<file path="src/rtl/vector06_pkg.sv">
// Shared types for the memory arbiter: requester ids, FSM states, idle read value.
package vector06_pkg;
  typedef enum logic [1:0] {OWN_LD, OWN_VID, OWN_CPU} owner_e;
  typedef enum logic [1:0] {IDLE, ISSUE, WAIT, DONE} state_e;
  localparam logic [7:0] DOUT_IDLE = 8'hFF;
endpackage

</file>
<file path="src/rtl/mem_arbiter_if.sv">
// Requester, sram and status signals of the arbiter; slave = arbiter side, master = environment.
interface mem_arbiter_if #(parameter int AW = 25);
  logic          ld_req, ld_we, ld_ack;
  logic [AW-1:0] ld_addr;
  logic [7:0]    ld_din;
  logic          cpu_req, cpu_we, cpu_ack;
  logic [AW-1:0] cpu_addr;
  logic [7:0]    cpu_din, cpu_dout;
  logic          vid_req, vid_ack;
  logic [AW-1:0] vid_addr;
  logic [7:0]    vid_dout;
  logic [AW-1:0] mem_addr;
  logic [7:0]    mem_din, mem_dout;
  logic          mem_we, mem_rd, mem_ready;
  logic          timeout_err;

  modport slave (
    input  ld_req, ld_we, ld_addr, ld_din, cpu_req, cpu_we, cpu_addr, cpu_din,
           vid_req, vid_addr, mem_dout, mem_ready,
    output ld_ack, cpu_ack, cpu_dout, vid_ack, vid_dout, mem_addr, mem_din,
           mem_we, mem_rd, timeout_err
  );
  modport master (
    output ld_req, ld_we, ld_addr, ld_din, cpu_req, cpu_we, cpu_addr, cpu_din,
           vid_req, vid_addr, mem_dout, mem_ready,
    input  ld_ack, cpu_ack, cpu_dout, vid_ack, vid_dout, mem_addr, mem_din,
           mem_we, mem_rd, timeout_err
  );
endinterface

</file>
<file path="src/rtl/arb_prio.sv">
// Combinational grant select: loader > video > CPU, CPU jumps video once it is starved.
module arb_prio
  import vector06_pkg::*;
(
  input  logic   i_ld_req,
  input  logic   i_vid_req,
  input  logic   i_cpu_req,
  input  logic   i_cpu_starved,
  output logic   o_grant,
  output owner_e o_owner
);
  always_comb begin
    o_grant = i_ld_req | i_vid_req | i_cpu_req;
    o_owner = OWN_LD;
    if (i_ld_req)
      o_owner = OWN_LD;
    else if (i_vid_req && !(i_cpu_req && i_cpu_starved))
      o_owner = OWN_VID;
    else if (i_cpu_req)
      o_owner = OWN_CPU;
  end
endmodule

</file>
<file path="src/rtl/mem_arbiter.sv">
// Three-requester sram arbiter, one transaction in flight; grant->ack >= 4 cycles,
// losers simply hold their request level until granted.
module mem_arbiter
  import vector06_pkg::*;
#(
  parameter int AW         = 25,
  parameter int STARVE_MAX = 4,
  parameter int TIMEOUT    = 255
) (
  input  logic         clk_sys,
  input  logic         reset,
  mem_arbiter_if.slave bus
);
  localparam int SCW = $clog2(STARVE_MAX + 1);
  localparam int WCW = $clog2(TIMEOUT + 1);

  state_e         r_state, w_state_nxt;
  owner_e         r_owner, w_owner;
  logic [AW-1:0]  r_addr;
  logic [7:0]     r_din, r_cpu_dout, r_vid_dout;
  logic           r_we, r_tmo_err;
  logic [SCW-1:0] r_starve;
  logic [WCW-1:0] r_wait_cnt;
  logic           w_grant, w_cpu_starved, w_timeout, w_issue, w_done;
  logic [7:0]     w_rd_val;

  assign w_cpu_starved = (r_starve == SCW'(STARVE_MAX));
  assign w_timeout     = (r_wait_cnt == WCW'(TIMEOUT - 1));
  assign w_rd_val      = bus.mem_ready ? bus.mem_dout : DOUT_IDLE;

  arb_prio u_prio (
    .i_ld_req      (bus.ld_req),
    .i_vid_req     (bus.vid_req),
    .i_cpu_req     (bus.cpu_req),
    .i_cpu_starved (w_cpu_starved),
    .o_grant       (w_grant),
    .o_owner       (w_owner)
  );

  always_ff @(posedge clk_sys) begin
    if (reset) r_state <= IDLE;
    else       r_state <= w_state_nxt;
  end

  always_comb begin
    w_state_nxt = r_state;
    w_issue     = 1'b0;
    w_done      = 1'b0;
    case (r_state)
      IDLE:  if (w_grant) w_state_nxt = ISSUE;
      ISSUE: begin
        w_issue     = 1'b1;
        w_state_nxt = WAIT;
      end
      WAIT:  if (bus.mem_ready || w_timeout) w_state_nxt = DONE;
      DONE:  begin
        w_done      = 1'b1;
        w_state_nxt = IDLE;
      end
      default: w_state_nxt = IDLE;
    endcase
  end

  always_ff @(posedge clk_sys) begin
    if (reset) begin
      r_owner    <= OWN_LD;
      r_addr     <= '0;
      r_din      <= '0;
      r_we       <= 1'b0;
      r_starve   <= '0;
      r_wait_cnt <= '0;
      r_tmo_err  <= 1'b0;
      r_cpu_dout <= DOUT_IDLE;
      r_vid_dout <= DOUT_IDLE;
    end else begin
      case (r_state)
        IDLE: begin
          if (!bus.cpu_req) r_starve <= '0;
          if (w_grant) begin
            r_owner <= w_owner;
            case (w_owner)
              OWN_LD: begin
                r_addr <= bus.ld_addr;
                r_we   <= bus.ld_we;
                r_din  <= bus.ld_din;
              end
              OWN_VID: begin
                r_addr <= bus.vid_addr;
                r_we   <= 1'b0;
              end
              OWN_CPU: begin
                r_addr <= bus.cpu_addr;
                r_we   <= bus.cpu_we;
                r_din  <= bus.cpu_din;
              end
              default: ;
            endcase
            // starvation is only counted while the CPU is actually waiting
            if (w_owner == OWN_CPU)
              r_starve <= '0;
            else if (w_owner == OWN_VID && bus.cpu_req && !w_cpu_starved)
              r_starve <= r_starve + 1'b1;
          end
        end
        WAIT: begin
          if (bus.mem_ready || w_timeout) begin
            if (!r_we && r_owner == OWN_CPU) r_cpu_dout <= w_rd_val;
            if (!r_we && r_owner == OWN_VID) r_vid_dout <= w_rd_val;
            if (!bus.mem_ready) r_tmo_err <= 1'b1;
          end else begin
            r_wait_cnt <= r_wait_cnt + 1'b1;
          end
        end
        default: r_wait_cnt <= '0;
      endcase
    end
  end

  assign bus.mem_addr    = r_addr;
  assign bus.mem_din     = r_din;
  assign bus.mem_we      = w_issue & r_we;
  assign bus.mem_rd      = w_issue & ~r_we;
  assign bus.ld_ack      = w_done && (r_owner == OWN_LD);
  assign bus.vid_ack     = w_done && (r_owner == OWN_VID);
  assign bus.cpu_ack     = w_done && (r_owner == OWN_CPU);
  assign bus.cpu_dout    = r_cpu_dout;
  assign bus.vid_dout    = r_vid_dout;
  assign bus.timeout_err = r_tmo_err;
endmodule

</file>
<file path="src/flat_wrapper.sv">
// flat-port wrapper written by rule: the top's interface ports become plain ports
module mem_arbiter_flat import vector06_pkg::*;
#(
  parameter int AW         = 25,
  parameter int STARVE_MAX = 4,
  parameter int TIMEOUT    = 255
)
  (clk_sys, reset, bus_ld_req, bus_ld_we, bus_ld_addr, bus_ld_din, bus_cpu_req, bus_cpu_we, bus_cpu_addr, bus_cpu_din, bus_vid_req, bus_vid_addr, bus_mem_dout, bus_mem_ready, bus_ld_ack, bus_cpu_ack, bus_cpu_dout, bus_vid_ack, bus_vid_dout, bus_mem_addr, bus_mem_din, bus_mem_we, bus_mem_rd, bus_timeout_err);
  mem_arbiter_if #(.AW(AW)) bus_i ();
  input  logic clk_sys;
  input  logic reset;
  input wire logic [$bits(bus_i.ld_req)-1:0] bus_ld_req;
  input wire logic [$bits(bus_i.ld_we)-1:0] bus_ld_we;
  input wire logic [$bits(bus_i.ld_addr)-1:0] bus_ld_addr;
  input wire logic [$bits(bus_i.ld_din)-1:0] bus_ld_din;
  input wire logic [$bits(bus_i.cpu_req)-1:0] bus_cpu_req;
  input wire logic [$bits(bus_i.cpu_we)-1:0] bus_cpu_we;
  input wire logic [$bits(bus_i.cpu_addr)-1:0] bus_cpu_addr;
  input wire logic [$bits(bus_i.cpu_din)-1:0] bus_cpu_din;
  input wire logic [$bits(bus_i.vid_req)-1:0] bus_vid_req;
  input wire logic [$bits(bus_i.vid_addr)-1:0] bus_vid_addr;
  input wire logic [$bits(bus_i.mem_dout)-1:0] bus_mem_dout;
  input wire logic [$bits(bus_i.mem_ready)-1:0] bus_mem_ready;
  output wire logic [$bits(bus_i.ld_ack)-1:0] bus_ld_ack;
  output wire logic [$bits(bus_i.cpu_ack)-1:0] bus_cpu_ack;
  output wire logic [$bits(bus_i.cpu_dout)-1:0] bus_cpu_dout;
  output wire logic [$bits(bus_i.vid_ack)-1:0] bus_vid_ack;
  output wire logic [$bits(bus_i.vid_dout)-1:0] bus_vid_dout;
  output wire logic [$bits(bus_i.mem_addr)-1:0] bus_mem_addr;
  output wire logic [$bits(bus_i.mem_din)-1:0] bus_mem_din;
  output wire logic [$bits(bus_i.mem_we)-1:0] bus_mem_we;
  output wire logic [$bits(bus_i.mem_rd)-1:0] bus_mem_rd;
  output wire logic [$bits(bus_i.timeout_err)-1:0] bus_timeout_err;
  assign bus_i.ld_req = bus_ld_req;
  assign bus_i.ld_we = bus_ld_we;
  assign bus_i.ld_addr = bus_ld_addr;
  assign bus_i.ld_din = bus_ld_din;
  assign bus_i.cpu_req = bus_cpu_req;
  assign bus_i.cpu_we = bus_cpu_we;
  assign bus_i.cpu_addr = bus_cpu_addr;
  assign bus_i.cpu_din = bus_cpu_din;
  assign bus_i.vid_req = bus_vid_req;
  assign bus_i.vid_addr = bus_vid_addr;
  assign bus_i.mem_dout = bus_mem_dout;
  assign bus_i.mem_ready = bus_mem_ready;
  assign bus_ld_ack = bus_i.ld_ack;
  assign bus_cpu_ack = bus_i.cpu_ack;
  assign bus_cpu_dout = bus_i.cpu_dout;
  assign bus_vid_ack = bus_i.vid_ack;
  assign bus_vid_dout = bus_i.vid_dout;
  assign bus_mem_addr = bus_i.mem_addr;
  assign bus_mem_din = bus_i.mem_din;
  assign bus_mem_we = bus_i.mem_we;
  assign bus_mem_rd = bus_i.mem_rd;
  assign bus_timeout_err = bus_i.timeout_err;
  mem_arbiter #(.AW(AW), .STARVE_MAX(STARVE_MAX), .TIMEOUT(TIMEOUT)) u_core (.clk_sys(clk_sys), .reset(reset), .bus(bus_i));
endmodule
</file>
<file path="config.mk">
export PLATFORM = sky130hd
export DESIGN_NAME = mem_arbiter_flat
export DESIGN_NICKNAME = d
export VERILOG_FILES = /design/src/rtl/vector06_pkg.sv /design/src/rtl/mem_arbiter_if.sv /design/src/rtl/arb_prio.sv /design/src/rtl/mem_arbiter.sv /design/src/flat_wrapper.sv
export SDC_FILE = /design/constraint.sdc
export NUM_CORES = 1
export LEC_CHECK = 0
export BUFFER_PORTS_ARGS = -buffer_cell sky130_fd_sc_hd__buf_4
export CAP_MARGIN = 5
export CELL_PAD_IN_SITES_DETAIL_PLACEMENT = 1
export CELL_PAD_IN_SITES_GLOBAL_PLACEMENT = 2
export CORE_MARGIN = 3
export CORE_UTILIZATION = 27
export CTS_BUF_LIST = sky130_fd_sc_hd__clkbuf_8
export CTS_CLUSTER_SIZE = 8
export DETAILED_ROUTE_END_ITERATION = 8
export PLACE_DENSITY_LB_ADDON = 0.1
export SETUP_SLACK_MARGIN = 0.5
export SYNTH_ARGS = -nofsm -noshare
export SYNTH_HDL_FRONTEND = slang
export SYNTH_SLANG_ARGS = --single-unit
</file>
<file path="constraint.sdc">
create_clock -name clk_sys -period 2.9 [get_ports clk_sys]
set_input_delay 0.29 -clock clk_sys [delete_from_list [all_inputs] [get_ports clk_sys]]
set_output_delay 0.29 -clock clk_sys [all_outputs]
set_load 0.05 [all_outputs]
</file>
; Yosys cells after proc, flatten, opt, wreduce, memory -nomap -nowiden
; Index checks and enable logic that the tools add are counted.
[word_totals]
ff_bits = 66
out_inout_bits = 55
[classes]
addsub = 2
n_eq_ne = 12
n_mux = 18
bitwise = 7
reduce_logical = 26
[op_table]
columns = op, n
row1 = $pmux 25 s3, 1
row2 = $pmux 8 s2, 2
row3 = $mux 8, 2
row4 = $reduce_and 3->1, 5
row5 = $mux 3, 4
row6 = $mux 2, 5
row7 = $logic_and 1x1->1, 9
row8 = $add 8x1->8 const B, 1
row9 = $eq 2x2->1 const B, 4
row10 = $eq 8x8->1 const B, 1
row11 = $pmux 2 s4, 1
row12 = $eq 2x1->1 const B, 3
row13 = $logic_not 2->1, 3
row14 = $reduce_and 2->1, 3
row15 = $ne 2x2->1 const B, 2
row16 = $add 3x1->3 const B, 1
row17 = $eq 3x3->1 const B, 1
row18 = $logic_not 1->1, 3
row19 = $not 1->1, 3
row20 = $pmux 1 s3, 1
row21 = $reduce_bool 3->1, 1
row22 = $and 1x1->1, 2
row23 = $mux 1, 2
row24 = $ne 2x1->1 const B, 1
row25 = other kinds (3), 4

; Depth between registers and ports, before layout
[depth]
depth_word = 12
depth_mapped = 12

; Cells and area by module
; A second synthesis with hierarchy kept.
[hier_totals]
cells_unflattened = 447
hier_area_um2 = 3459.6
[modules_own_cells]
columns = mod, instances, cells_each, area_each_um2
row1 = mem_arbiter, 1, 442, 3428.3
row2 = arb_prio, 1, 5, 31.3

; Worst setup path before layout
; No wires, ideal clock.
[synth_timing]
path_type = flip-flop to flip-flop
start = register u_core.r_starve[0]
end = register u_core.r_addr[15] (netlist: u_core.bus.mem_addr[15])
setup_time_ns = 0.125
arrival_ns = 2.246
required_ns = 2.775
setup_slack_ns = 0.529
path_stages_with_launch = 11
synth_period_minus_slack_ns = 2.371
cell_sequence = dfxtp_1 inv_1 ha_1 nand3_1 and3_2 ha_1 buf_2 dlygate4sd3_1 o21ai_0 mux2i_1 nor2_1
[synth_via]
elab_chain_cells = 9
word_cells_on_any_way = 12
classes_between = eq/ne (3) / mux (3) / reduce/logical (6)
[synth_lines]
columns = item, line
row1 = from (decl), mem_arbiter.sv:22  ; logic [SCW-1:0] r_starve;
row2 = from (signal assigned), mem_arbiter.sv:102  ; r_starve <= r_starve + 1'b1;
row3 = $eq 3x3->1 (*), mem_arbiter.sv:27  ; assign w_cpu_starved = (r_starve == SCW'(STARVE_MAX));
row4 = $logic_and 1x1->1 (*), arb_prio.sv:17  ; else if (i_vid_req && !(i_cpu_req && i_cpu_starved))
row5 = $logic_not 1->1 (*), arb_prio.sv:17
row6 = $logic_and 1x1->1 (*), arb_prio.sv:17
row7 = $mux 2 (*), arb_prio.sv:17
row8 = $mux 2 (*), arb_prio.sv:15  ; if (i_ld_req)
row9 = via u_core.u_prio.o_owner[0], arb_prio.sv:10  ; output owner_e o_owner
row10 = "$eq 2x1->1, or another cell as far along", mem_arbiter.sv:81  ; case (w_owner)
row11 = $reduce_bool 3->1 (no source line), --
row12 = $reduce_and 3->1 (no source line), --
row13 = to (signal assigned), mem_arbiter.sv:83  ; r_addr <= bus.ld_addr;
row14 = to (signal assigned), mem_arbiter.sv:88  ; r_addr <= bus.vid_addr;
row15 = to (signal assigned), mem_arbiter.sv:92  ; r_addr <= bus.cpu_addr;
row16 = to (decl), mem_arbiter.sv:19  ; logic [AW-1:0] r_addr;
; Mark *: on every way through the listed nets, which the timed path passes. The rest lies on a longest branch.
; A chain may end at the register's enable or synchronous reset.

; Worst setup path after layout
[layout_timing]
start = register u_core.r_starve[0]
end = register u_core.r_addr[19] (netlist: u_core.bus.mem_addr[19])
; Same word-level chain as after synthesis.

==> summary.md <==
| Metric | Value |
|---|---|
| Status | complete, no violations |
| Antenna diode count | 0 |
| Setup Crit Path Kind | register to register |
| Worst VDD drop | 322 uV |
| Wirelength per Cell | 16.1 um |
| Synth async-reset ratio | 0 |
| R2R Setup Slk | 680 ps |
| Seq pwr share | 0.302 |
| Met3 usage | 0.0492 |
| Routed wire length | 11100 um |
| Die H | 117 um |
| # DRC | 0 |
| Worst slew margin | 0.578 |
| YS warnings | 0 |
| Htree depth | 3 |
| Dpl cells | 674 |
| Worst r2r src | u_core.r_starve[0] |
| HP Class | input port to register |
| RSZ-0062 raised after global routing | no |
| Register area share after synthesis | 0.394 |
| Initial Util | 0.278 |
| Port Buffers | 161 |
| Antenna violations before repair | 0 |
| CP max FO | 23 |
| Hold Buf Count CTS | 0 |
| FF-to-FF path depth | 11 |
| Minimum clock period | 2220 ps |
| Worst Setup SP | u_core.r_starve[0] |
| Post-Synthesis Cell Area | 3350 um2 |
| Hold Fails Final Rpt | 0 |
| Multi-input logic area | 1830 um2 |
| Core area | 12100 um2 |
| Most frequent cells in the layout | buf_4 (164), dfxtp_1 (66), nor2_1 (42) |
| Vias/cell | 4.85 |
| Startpoint types | register |
| Switching Share | 0.385 |
| Clk_skew | 11.7 ps |
| Skew-Pair Late Insertion Delay | 360 ps |
| Top_reg_cell synth | dfxtp_1 |
| Starting DRT DRC Count | 114 |
| Endpoint type of the worst setup path | register |
| Post-Syn Instances | 366 |
| Detail Route Antenna Nets | 0 |
| Total CTS buffers | 9 |
| Maximum clock frequency | 451 MHz |
| Clk network pwr share | 0.280 |
| RR Endpoint | u_core.bus.mem_addr[19] |
| Number of non-filler instances in the completed layout | 694 |
| Arr. time, crit path | 2440 ps |
| Comb power frac | 0.418 |
| Leakage | 2.18 nW |
| Final Cycle Share | 0.765 |
| Post-synth cell types | 49 |
| CP endpoint | u_core.bus.mem_addr[19] |
| Setup TNS | 0 ps |
| Syn nets | 484 |
| Pre-Repair DR Iteration Count | 5 |
| M1 GR Usage | 0.195 |
| Syn_area_per_cell | 9.15 um2 |
| Die X | 117 um |
| Register bit total from synthesis | 66 |
| GRT busiest layer | met2 |
| Layout area overhead | 48.1% |
| Number of max-cap violations | 0 |
| I/O pins | 162 |
| GR Util met2 | 0.269 |
| GP Congestion | 0.764 |
| Sink Count | 66 |
| PwrDens | 750 nW/um2 |
| CTS tree | yes |
| Floorplan row count | 40 |
| Global route total overflow | 0 |
| Worst Max-Slew Pin Slew | 628 ps |
| EDFF count, synth | 0 |
| Share of cells above drive strength 1 | 0.363 |
| Number of global-route vias before repair | 3413 |
| All-Layer GR Usage | 0.162 |
| First-pass GRT wire length | 18000 um |
| Maximum clock path buffer count | 2 |
| Die Area | 13800 um2 |
| Fillers | 1442 |
| Hold Path Stages | 2 |
| P_sw | 0.00143 W |
| CTS root buf | clkbuf_8 |
| Dpl hpwl | 8120 um |
| Nets | 639 |
| Largest net degree at the start of global routing | 53 |
| Internal power | 0.00229 W |
| Commonest non-fill, non-tap cell in the layout | buf_4 |
| Critical Path RT | 3120 ps |
| Setup-failing EPs final | 0 |
| Clk slew on worst S/H paths | 80 ps |
| Fin. max-slew vios | 0 |
| Reg area | 1320 um2 |
| Routed vias | 3368 |
registers in the layout (all words and copies together), names as in the netlist:
name,flops
u_core.bus.mem_addr,25
u_core.r_owner,2
u_core.r_starve,3
u_core.bus.cpu_dout,8
u_core.bus.timeout_err,1
u_core.bus.vid_dout,8
u_core.r_state,2
u_core.r_we,1
u_core.r_wait_cnt,8
u_core.bus.mem_din,8
timing repair:
item,CTS,global route
setup buffers,0,4
resized for setup,0,5
endpoints found under the setup margin,0,33
hold endpoints to repair,0,0
area by class of cell:
class                      count  share of cell area
clock buffer                  10              0.0277
clock inverter                 6              0.0260
tap                          168              0.0424
sequential                    66               0.266
timing repair buffer         168               0.261
inverter                      11             0.00832
multi-input combinational    265               0.368
cell families after synthesis:
family,synth area share
muxes,0.117
DFF,0.394
adders and majority gates,0.0411
AOI/OAI and AO/OA,0.229
and+or+nand+nor,0.154
buffers and inverters,0.0650
metal layers:
| metal | vias up | part of all wire |
|---|---|---|
| li1 | 1650 | - |
| met1 | 1596 | 0.44 |
| met2 | 102 | 0.48 |
| met3 | 20 | 0.054 |
| met4 | 0 | 0.024 |
| met5 | - | 0 |
power groups by stage:
| stage | Sequential (W) | Clock [W] | Combinational (W) |
|---|---|---|---|
| 6_report | 0.00112 | 0.00104 | 0.00155 |
| 3_5_place_dp | 0.00115 | 0 | 0.00157 |
| 3_3_place_gp | 0.00114 | 0 | 0.00155 |
| 4_1_cts | 0.00113 | 0.00108 | 0.00157 |
| 2_1_floorplan | 0.00153 | 0 | 0.000822 |
| 5_1_grt | 0.00115 | 0.00112 | 0.00169 |
cells in the mapped netlist, types with 3 or more instances:
cell	count	area, um2
dfxtp_1	66	1320
nor2_1	42	158
inv_1	11	41.3
nand3_1	6	30.0
ha_1	11	138
nand2_1	38	143
clkbuf_1	11	41.3
buf_12	3	60.1
nor2b_1	4	25.0
a211oi_1	8	60.1
mux2i_1	39	390
o32a_1	16	160
o21ai_0	29	145
o31ai_1	5	37.5
buf_2	4	20.0
a22oi_1	27	203
per-stage QoR:
step,total power (W),hold slack [ps],instance area (um2),utilization,worst slack (ps)
floorplan,0.00235,444,3350,-,529
global placement,0.00270,463,4630,0.384,645
detailed placement,0.00271,466,4630,0.384,576
CTS,0.00378,155,4900,0.406,560
global route,0.00395,164,4960,0.411,502
finish,0.00372,177,4960,0.411,683
how the worst min path moves through the flow:
stage / from / end / slack (ps)
2_1_floorplan: bus_mem_dout[0] / u_core.bus.cpu_dout[0] / 440
3_3_place_gp: u_core.bus.vid_dout[1] / u_core.bus.vid_dout[1] / 460
3_5_place_dp: u_core.bus.timeout_err / u_core.bus.timeout_err / 470
4_1_cts: bus_mem_dout[3] / u_core.bus.vid_dout[3] / 150
5_1_grt: bus_mem_dout[1] / u_core.bus.vid_dout[1] / 160
6_report: bus_mem_dout[1] / u_core.bus.vid_dout[1] / 180
critical path, cell delays in order (launching register included):
cell and delay (ps):
dfxtp_1 310, inv_1 80, ha_1 190, nand2_1 80, a21oi_2 280, inv_1 80, ha_1 290, buf_6 210
a22oi_1 230, o21ai_0 130, mux2i_1 150, nor2_1 50
Power figures use the tool's default switching activity.
